$ cat config.mk
export PLATFORM = sky130hd
export DESIGN_NAME = sq_wave_meter
export DESIGN_NICKNAME = d
export VERILOG_FILES = /design/src/rtl/sq_wave_pkg.sv /design/src/rtl/sync_edge_detect.sv /design/src/rtl/sq_wave_meter.sv
export SDC_FILE = /design/constraint.sdc
export NUM_CORES = 1
export LEC_CHECK = 0
export ABC_AREA = 0
export CAP_MARGIN = 15
export CORE_ASPECT_RATIO = 1.2
export CORE_UTILIZATION = 32
export DETAILED_ROUTE_END_ITERATION = 8
export PLACE_DENSITY = 0.54
export SYNTH_ARGS = -nofsm -noshare
export SYNTH_HDL_FRONTEND = slang
export SYNTH_SLANG_ARGS = --single-unit
$ cat constraint.sdc
create_clock -name clk -period 2.89 [get_ports clk]
set_clock_uncertainty 0.05 [all_clocks]
set_input_delay 0.578 -clock clk [delete_from_list [all_inputs] [get_ports clk]]
set_output_delay 0.578 -clock clk [all_outputs]
set_load 0.02 [all_outputs]
$ cat src/rtl/sq_wave_pkg.sv
// sq_wave_pkg: shared constants, FSM state type and result saturation for sq_wave_meter
package sq_wave_pkg;
  localparam logic [3:0] UNIT_TICK     = 4'd10;
  localparam logic [3:0] ROUND_THRESH  = 4'd5;
  localparam logic [5:0] MAX_UNITS     = 6'd15;
  localparam logic [4:0] TIMEOUT_UNITS = 5'd31;

  typedef enum logic [1:0] {IDLE, MEAS_HIGH, MEAS_LOW} state_t;

  // Returns {err, value}: value clamped to 0..15, err set on zero or clamped results
  function automatic logic [4:0] sat_result(input logic [5:0] raw);
    return raw > MAX_UNITS ? {1'b1, 4'd15} :
           raw == 6'd0     ? {1'b1, 4'd0}  : {1'b0, raw[3:0]};
  endfunction
endpackage

$ cat src/rtl/sync_edge_detect.sv
// sync_edge_detect: 2-flop synchronizer plus rise/fall detection against a delayed copy
// Ports: clk, reset_n (async, active-low), sq_in (async input),
//        level (synchronized sq_in), rise/fall (one-cycle edge strobes)
module sync_edge_detect (
  input  logic clk,
  input  logic reset_n,
  input  logic sq_in,
  output logic level,
  output logic rise,
  output logic fall
);
  logic s1, s2, dly;
  always_ff @(posedge clk or negedge reset_n)
    if (!reset_n) {s1, s2, dly} <= '0;
    else {s1, s2, dly} <= {sq_in, s1, s2};
  assign level = s2;
  assign rise  = s2 & ~dly;
  assign fall  = ~s2 & dly;
endmodule

$ cat src/rtl/sq_wave_meter.sv
// sq_wave_meter: measures high/low times of a square wave in 100 ns units
// Ports: clk (100 MHz), reset_n (async, active-low), sq_in (async square wave),
//        meas_on/meas_off (4-bit results), meas_valid (result strobe),
//        meas_err (zero or saturated phase), timeout (phase too long), busy (measuring)
module sq_wave_meter
  import sq_wave_pkg::*;
(
  input  logic       clk,
  input  logic       reset_n,
  input  logic       sq_in,
  output logic [3:0] meas_on,
  output logic [3:0] meas_off,
  output logic       meas_valid,
  output logic       meas_err,
  output logic       timeout,
  output logic       busy
);
  logic level, rise, fall;
  sync_edge_detect u_sync (.clk(clk), .reset_n(reset_n), .sq_in(sq_in), .level(level), .rise(rise), .fall(fall));

  state_t     state, state_d;
  logic [3:0] prescale, prescale_d, on_res, on_res_d, meas_on_d, meas_off_d;
  logic [4:0] units, units_d, sat;
  logic       on_err, on_err_d, meas_valid_d, meas_err_d, timeout_d, to_hit, edge_ok, wrap;
  logic [5:0] raw;

  assign busy = state != IDLE;

  always_comb begin
    raw    = {1'b0, units} + {5'b0, prescale >= ROUND_THRESH};
    sat    = sat_result(raw);
    to_hit = busy && units == TIMEOUT_UNITS;
    // an edge landing on the timeout cycle is dropped entirely
    edge_ok = (rise | fall) & ~to_hit;
    wrap    = prescale == UNIT_TICK - 4'd1;
    prescale_d   = edge_ok ? 4'd1 : wrap ? 4'd0 : prescale + 4'd1;
    units_d      = edge_ok ? 5'd0 : wrap ? units + 5'd1 : units;
    state_d      = state;
    on_res_d     = on_res;
    on_err_d     = on_err;
    meas_on_d    = meas_on;
    meas_off_d   = meas_off;
    meas_err_d   = meas_err;
    meas_valid_d = 1'b0;
    timeout_d    = 1'b0;
    if (to_hit) begin
      state_d   = IDLE;
      timeout_d = 1'b1;
    end else if (state == IDLE && rise) begin
      state_d = MEAS_HIGH;
    end else if (state == MEAS_HIGH && fall) begin
      state_d  = MEAS_LOW;
      on_res_d = sat[3:0];
      on_err_d = sat[4];
    end else if (state == MEAS_LOW && rise) begin
      state_d      = MEAS_HIGH;
      meas_on_d    = on_res;
      meas_off_d   = sat[3:0];
      meas_err_d   = on_err | sat[4];
      meas_valid_d = 1'b1;
    end
  end

  always_ff @(posedge clk or negedge reset_n)
    if (!reset_n) state <= IDLE;
    else state <= state_d;

  always_ff @(posedge clk or negedge reset_n)
    if (!reset_n) begin
      prescale   <= '0;
      units      <= '0;
      on_res     <= '0;
      on_err     <= 1'b0;
      meas_on    <= '0;
      meas_off   <= '0;
      meas_err   <= 1'b0;
      meas_valid <= 1'b0;
      timeout    <= 1'b0;
    end else begin
      prescale   <= prescale_d;
      units      <= units_d;
      on_res     <= on_res_d;
      on_err     <= on_err_d;
      meas_on    <= meas_on_d;
      meas_off   <= meas_off_d;
      meas_err   <= meas_err_d;
      meas_valid <= meas_valid_d;
      timeout    <= timeout_d;
    end
endmodule

== After elaboration in Yosys (flattened, before gate mapping) ==
Index checks and enable logic that the tools add are counted.
Storage, ports and cells
  register bits: 30
Operators by class
  equal/unequal tests: 4
  $add $sub $neg: 3
  magnitude comparators: 2
  mux-type cells: 15
  bitwise gates (word level): 10
  reduce and logical (&&, ||, !) cells: 11
Operators with widths (count)
  $mux 5: 4
  $mux 2: 4
  $mux 4: 2
  $add 5x1->6: 1
  $gt 6x4->1 const B: 1
  $logic_not 6->1: 1
  $add 5x1->5 const B: 1
  $eq 5x5->1 const B: 1
  $mux 1: 5
  $not 1->1: 5
  $add 4x1->4 const B: 1
  $eq 4x4->1 const B: 1
  $ge 4x3->1 const B: 1
  $logic_and 1x1->1: 4
  $reduce_and 4->1: 1
  $reduce_bool 2->1: 2
  $reduce_bool 4->1: 1
  $and 1x1->1: 3
  $reduce_and 3->1: 1
  $eq 2x1->1 const B: 1
  $eq 2x2->1 const B: 1
  $logic_not 2->1: 1
  $or 1x1->1: 2

== Depth between registers and ports, before layout ==
Gate-level depths: netlist of the first run.
  word-level depth: 7
  depth in mapped cells: 7
  gate-level depth less buffers: 7

== Cells and area by module ==
Synthesis of the first run repeated with hierarchy kept, for this count alone.
Second synthesis, totals
  cell total of the unflattened synthesis: 137
  area total of the unflattened synthesis: 1372.6 µm²
By module, submodules not included
  sq_wave_meter: area each 1282.5 µm², cells an instance 132, sequential area each 675.6 µm², times used 1
  sync_edge_detect: area each 90.1 µm², cells an instance 5, sequential area each 75.1 µm², times used 1

== Worst setup path before layout of the first run ==
No wires, ideal clock.
  path type: reg-to-reg
  start point: reg units[1]
  end point: reg meas_off[1]
  library setup time: 120 ps
  stages on the path, launching flop included: 8
  clock period less this slack: 2028 ps
  arrival: 1858 ps
  required time: 2720 ps
  path slack: 862 ps
  cells stage by stage: dfrtp_1 -> ha_1 -> and3_1 -> ha_1 -> or4b_4 -> buf_6 -> nand2_1 -> o21ai_2
Between the ends
  longest elaborated chain between the ends: 4
  elaborated cells between the ends (all ways): 9
RTL lines
  from (decl): line sq_wave_meter.sv:23  | logic [4:0] units, units_d, sat;
  from (signal assigned): line sq_wave_meter.sv:81  | units <= units_d;
  parallel branches: the longest is 4 deep, another holds $add 5x1->6
  to (signal assigned): line sq_wave_meter.sv:85  | meas_off <= meas_off_d;
  to (decl): line sq_wave_meter.sv:12  | output logic [3:0] meas_off,
Parallel ways; which one is timed is not known.
A chain may end at the register's enable or synchronous reset.

== Final worst setup path of the first run ==
  start point: reg state[1]
  end point: out busy
Between the ends
  longest elaborated chain between the ends: 1
RTL lines
  from (decl): line sq_wave_meter.sv:21  | state_t state, state_d;
  from (signal assigned): line sq_wave_meter.sv:66  | else state <= state_d;
  $reduce_bool 2->1: line sq_wave_meter.sv:27  | assign busy = state != IDLE;
  to (decl): line sq_wave_meter.sv:16  | output logic busy
Every way passes these cells.

==> run_results.csv, run 1 <==
group,metric,value,unit
worst_setup_path,r2r_end,"meas_err",
placed_design,numPortBuffers,14,
layout,area_growth,19.73,%
layout,drive_above_1_share,11.76,%
worst_setup_path,path_class,"reg -> out",
pwr,p_sw_share,27.77,%
synthesis,yosys_warnings,0,
clocking,cts_buffers,5,
detailed_routing,vias,964,
worst_setup_path,r2r-start,"units[1]",
global_routing,grt_pass1_wl,4.264,mm
synthesis,synthFlopType,"dfrtp_1",
placed_design,gp_congestion,0.7211,
worst_setup_path,cp.required,2.26,ns
worst_setup_path,cp-startpoint,"state[1]",
clocking,clock_latency,0.28,ns
worst_hold_path,hold_start,"u_sync.s1",
pwr,clkPwrFrac,33.2,%
worst_setup_path,critPathLaunchType,"register",
global_routing,first_global_vias,956,
timing,setup_tns,0,ns
floorplanning,fp.dieH,74.17,um
detailed_routing,vias_per_cell,4.657,
worst_setup_path,rrSetupSlack,0.71,ns
job,maxCapViolations,0,
global_routing,grt_usage,12.03,%
timing,fin_ws,0.7022,ns
layout,diodes,0,
synthesis,synth_top_area_cell,"dfrtp_1",
worst_hold_path,hold_path_class,"reg -> reg",
detailed_routing,drt_first_iter_violations,20,
layout,fillers,398,
clocking,clock-root-buffer,"clkbuf_8",
synthesis,synth_edf_count,0,
clocking,post_cts_buffers,0,
timing,timing.fmax,0.4571,GHz
pwr,peakVddDrop,0.2944,mV
detailed_routing,dr.pass1.iters,2,
worst_hold_path,worstHoldEndpoint,"u_sync.level",
detailed_routing,wl_per_cell,11.33,um
global_routing,grt_start_max_net_pins,31,
detailed_routing,post-route-drc-count,0,
timing,period_share,75.70,%
clocking,htree_levels,2,
floorplanning,row_count,25,
pwr,p_per_area,620.5,nW/um^2
timing,slew_violations,0,
synthesis,syn_area,1389,um^2
synthesis,synth.avg_cell_area,10.29,um^2
clocking,clkTransAtPathRegs,0.06,ns
synthesis,yosys-top-cells-count,"dfrtp_1, nand2_1, nor2_1",
pwr,p_int,745.3,uW
worst_setup_path,path_max_fanout,6,
synthesis,synth.most_common_cell,"dfrtp_1",
timing,min_period,2.188,ns
pwr,pwr-share-seq,49.4,%
synthesis,ys_seq_area_share,54.05,%
floorplanning,start_util,34.42,%
synthesis,async_flop_share,100.0,%
global_routing,grt.overflow.total,0,
timing,worstMarginPinSlew,0.3812,ns
synthesis,ys_types,37,
timing,rsz0062_at_grt,"false",
synthesis,synth_top_area_share,54.05,%
timing,finalHoldViolations,0,
worst_setup_path,r2r_cells,7,
worst_setup_path,cp.arrival,1.56,ns
placed_design,dp_hpwl,1.706,mm
worst_setup_path,critPathCaptureType,"output pin",
clocking,cts_tree,"built",
floorplanning,boundaryPins,15,
run_status,status,"finished clean",
synthesis,synth_seq_cells,30,
worst_hold_path,hold_path_depth,0,
placed_design,pre_cts_ws,0.7232,ns
synthesis,synth.area.top_cells,"dfrtp_1, nand2_1, ha_1",
detailed_routing,final_antenna_net_count,0,
pwr,leakage,0.7542,nW
floorplanning,coreArea,4035,um^2
synthesis,syn-num-nets,144,
clocking,holdBufCountCts,0,
synthesis,synthCells,135,
floorplanning,chipWidth,62.14,um
timing,max_slew_margin,74.59,%
clocking,ctsResizeCount,0,
pwr,p_comb_share,17.4,%
clocking,clkSinkCount,30,
pwr,p_sw,286.6,uW
floorplanning,die_area,4609,um^2
global_routing,antenna_found_initial,0,
layout,layout.nets,161,
timing,setup_viol,0,
clocking,clk_path_buf_depth,2,
detailed_routing,wirelength,2.346,mm
[per-layer routing]
| layer | wire, um | vias to the layer above | global-route usage, % |
|---|---|---|---|
| li1 | - | 490 | - |
| met1 | 1058 | 455 | 13.20 |
| met2 | 1172 | 16 | 21.37 |
| met3 | 86 | 3 | 4.141 |
| met4 | 29 | 0 | 5.426 |
| met5 | 0 | - | 0 |
[worst max-delay path by stage]
stage,endpoint,slack (ns),depth (start not counted)
floorplan,meas_off[1],0.86,7
detailed placement,meas_err,0.72,7
finish,busy,0.70,2
global route,meas_err,0.56,7
CTS,busy,0.69,2
global placement,meas_err,0.77,7
[cell usage in the layout, fill, tap and decap left out, types with 3 or more instances in the layout]
cell,count
ha_1,6
clkbuf_8,6
nor2_1,10
nand2_1,25
clkdlybuf4s50_1,14
inv_1,4
o21ai_0,8
nor3_1,3
a21oi_1,3
xnor2_1,3
mux2i_1,5
dfrtp_1,30
[power by group through the flow]
stage | sequential [mW] | combinational, mW | clock [mW]
6_report | 0.510 | 0.180 | 0.342
2_1_floorplan | 0.529 | 0.100 | 0
5_1_grt | 0.518 | 0.204 | 0.372
3_5_place_dp | 0.518 | 0.183 | 0
4_1_cts | 0.510 | 0.184 | 0.353
3_3_place_gp | 0.516 | 0.180 | 0
[final cells by class]
class,count,area [um^2],area share (%)
well taps,54,67.56,4.063
clock buffers,7,86.33,5.192
flip-flops and latches,30,750.7,45.15
multi-input cells,95,585.6,35.21
inverters,5,20.02,1.204
clock inverters,1,5.005,0.3010
repair buffers,15,147.6,8.879
[through the flow]
step / power [mW] / cell area [um^2] / instances / utilization [%] / hold slack (ns)
after CTS: 1.047 / 1663 / 207 / 41.21 / 0.3143
after floorplan: 0.6291 / 1389 / 135 / - / 0.2324
after global placement: 0.6955 / 1572 / 199 / 38.95 / 0.2859
final: 1.032 / 1663 / 207 / 41.21 / 0.3124
after detailed placement: 0.7013 / 1572 / 199 / 38.95 / 0.3002
after global routing: 1.094 / 1663 / 207 / 41.21 / 0.3212
[flip-flops by register name, summed over array words and instances, names as in the netlist]
name,cells
meas_on,4
meas_off,4
meas_valid,1
u_sync.s1,1
timeout,1
state,2
units,5
u_sync.level,1
meas_err,1
u_sync.dly,1
on_err,1
prescale,4
on_res,4
[logic make-up after synthesis]
family / count (synthesis) / share of synthesized area [%]
adder cells (fa/ha/maj): 6 / 5.405
flip-flops: 30 / 54.05
multiplexers: 5 / 3.604
AO/OA/AOI/OAI: 23 / 10.09
XOR/XNOR: 5 / 3.154
AND/OR/NAND/NOR: 56 / 19.91
buffers and inverters: 10 / 3.783
[worst max-delay path, stage by stage (launching register included)]
cell and delay [ns]:
dfrtp_1 0.42, or2_2 0.32, clkdlybuf4s50_1 0.54
No activity file was read; power rests on OpenSTA's default activity.
==> inputs of run 2 (changes only) <==
PLACE_DENSITY = 0.56   (was 0.54)
clock period = 1.91 ns   (was 2.89 ns; I/O delays follow)
==> run_results.csv, run 2 (synthesis gave the netlist of run 1 again) <==
group,metric,value,unit
run_status,status,"complete, but fails checks",
run_status,violations,"setup timing",
timing,worstMarginPinSlew,0.3794,ns
layout,regMostFlops,"units",
floorplanning,boundaryPins,15,
floorplanning,chipWidth,62.14,um
clocking,holdBufCountCts,0,
clocking,cts_buffers,5,
layout,layout.nets,172,
clocking,cts_tree,"built",
clocking,clock-root-buffer,"clkbuf_8",
clocking,clkTransAtPathRegs,0.06,ns
detailed_routing,dr.pass1.iters,4,
floorplanning,row_count,25,
pwr,pwr-share-seq,49.2,%
timing,finalHoldViolations,0,
worst_setup_path,critPathLaunchType,"register",
timing,max_slew_margin,74.71,%
placed_design,dp_hpwl,1.957,mm
clocking,htree_levels,2,
placed_design,gp_congestion,0.7529,
placed_design,numPortBuffers,14,
detailed_routing,wl_per_cell,12.46,um
floorplanning,die_area,4609,um^2
pwr,clkPwrFrac,29.7,%
pwr,p_comb_share,21.1,%
pwr,p_per_area,858.3,nW/um^2
layout,drive_above_1_share,25.15,%
placed_design,pre_cts_ws,-0.04023,ns
floorplanning,coreArea,4035,um^2
global_routing,grt_usage,13.69,%
clocking,clock_latency,0.28,ns
worst_setup_path,path_max_fanout,7,
clocking,clkSinkCount,30,
worst_setup_path,cp.required,2.04,ns
detailed_routing,wirelength,2.704,mm
layout,diodes,0,
floorplanning,fp.dieH,74.17,um
job,maxCapViolations,0,
layout,final_common_cell,"dfrtp_1",
detailed_routing,vias,1012,
layout,most-common-layout-cells,"dfrtp_1, nand2_1, clkdlybuf4s50_1, nor2_1, buf_4",
timing,period_share,100.1,%
pwr,peakVddDrop,0.4411,mV
placed_design,dpl-instance-area,1664,um^2
pwr,p_sw,449.5,uW
pwr,p_sw_share,28.83,%
detailed_routing,post-route-drc-count,0,
global_routing,grt_pass1_wl,4.864,mm
worst_setup_path,crit_path_cell_trace,"ha_2 > and3_4 > ha_4 > or4b_4 > clkinv_4 > nor2_2 > a31oi_1",
timing,rsz0062_at_grt,"true",
global_routing,antenna_found_initial,0,
worst_setup_path,cp.arrival,2.04,ns
timing,setup_viol,1,
pwr,leakage,0.8263,nW
layout,final_area,1817,um^2
worst_setup_path,path_class,"reg -> reg",
timing,min_period,1.912,ns
detailed_routing,final_antenna_net_count,0,
worst_hold_path,hold_path_class,"reg -> reg",
layout,finish.utilization,45.02,%
timing,timing.fmax,0.5230,GHz
clocking,clk_path_buf_depth,2,
worst_setup_path,cpMaxStageDelayCell,"or4b_4",
floorplanning,start_util,34.42,%
pwr,p_int,1.110,mW
global_routing,grt.overflow.total,0,
global_routing,grt_start_max_net_pins,31,
timing,fin_ws,-0.001926,ns
global_routing,first_global_vias,1080,
worst_setup_path,critPathCaptureType,"register",
detailed_routing,vias_per_cell,4.664,
detailed_routing,drt_first_iter_violations,33,
worst_setup_path,cpPeakStageDelay,0.57,ns
layout,largest_reg_flops,5,
timing,slew_violations,0,
layout,area_growth,30.81,%
run 2: cell types whose count changed in the layout (fill, tap and decap cells not counted), sizes merged:
cell and delta:
buf +10, clkbuf -1, clkdlybuf4s50 -1, clkinv +1
dlygate4sd2 +1
run 2: final timing paths:
check	startpoint	end	slack, ns	depth (start not counted)
setup reg to reg	units[1]	meas_err	-0.002	7
min in group asynchronous	reset_n	meas_on[1]	0.45	2
hold reg to reg	u_sync.s1	u_sync.level	0.30	0
setup / recovery	units[1]	meas_err	-0.002	7
hold / removal	u_sync.s1	u_sync.level	0.30	0
max in group asynchronous	reset_n	units[4]	1.08	2
run 2: through the flow:
stage | total power [mW] | TNS, ns | hold slack (ns) | std cells
2_1_floorplan | 0.9525 | -0.01435 | 0.03641 | 135
3_3_place_gp | 1.073 | 0 | 0.2840 | 208
3_5_place_dp | 1.083 | -0.04023 | 0.2847 | 208
4_1_cts | 1.562 | -0.1485 | 0.2996 | 216
5_1_grt | 1.654 | -0.2404 | 0.3087 | 217
6_report | 1.559 | -0.001926 | 0.2984 | 217
run 2: layer usage:
metal | vias up | share of wire (%) | GRT usage (%)
met2 | 18 | 52 | 25.27
met3 | 4 | 3.2 | 4.141
met4 | 0 | 0.85 | 4.651
li1 | 512 | - | -
met5 | - | 0 | 0
met1 | 478 | 44 | 15.20
run 2: worst max-delay path: cells and delay by family (launching register included):
family | cells | cell delay, ns
AO/OA/AOI/OAI | 1 | 0.18
flip-flops | 1 | 0.39
AND/OR/NAND/NOR | 3 | 0.76
adder cells (fa/ha/maj) | 2 | 0.34
buffers and inverters | 1 | 0.10
run 2: layout make-up:
type / instances / area (um^2)
well taps: 54 / 67.56
flip-flops and latches: 30 / 750.7
inverters: 5 / 23.77
clock inverters: 2 / 10.01
repair buffers: 26 / 259.0
clock buffers: 5 / 68.82
multi-input cells: 95 / 636.9
fillers: 379 / 2218
run 2: power by group through the flow:
stage / Combinational [mW] / Sequential (mW) / Clock [mW]
floorplan: 0.152 / 0.801 / 0
global route: 0.365 / 0.780 / 0.509
CTS: 0.314 / 0.767 / 0.481
detailed placement: 0.305 / 0.778 / 0
finish: 0.330 / 0.767 / 0.463
global placement: 0.299 / 0.774 / 0
run 2: what timing repair did:
item	4_1_cts	5_1_grt
setup buffers	1	0
pin swaps	3	10
resized for setup	2	8
cloned	0	1
setup endpoints to repair	2	12
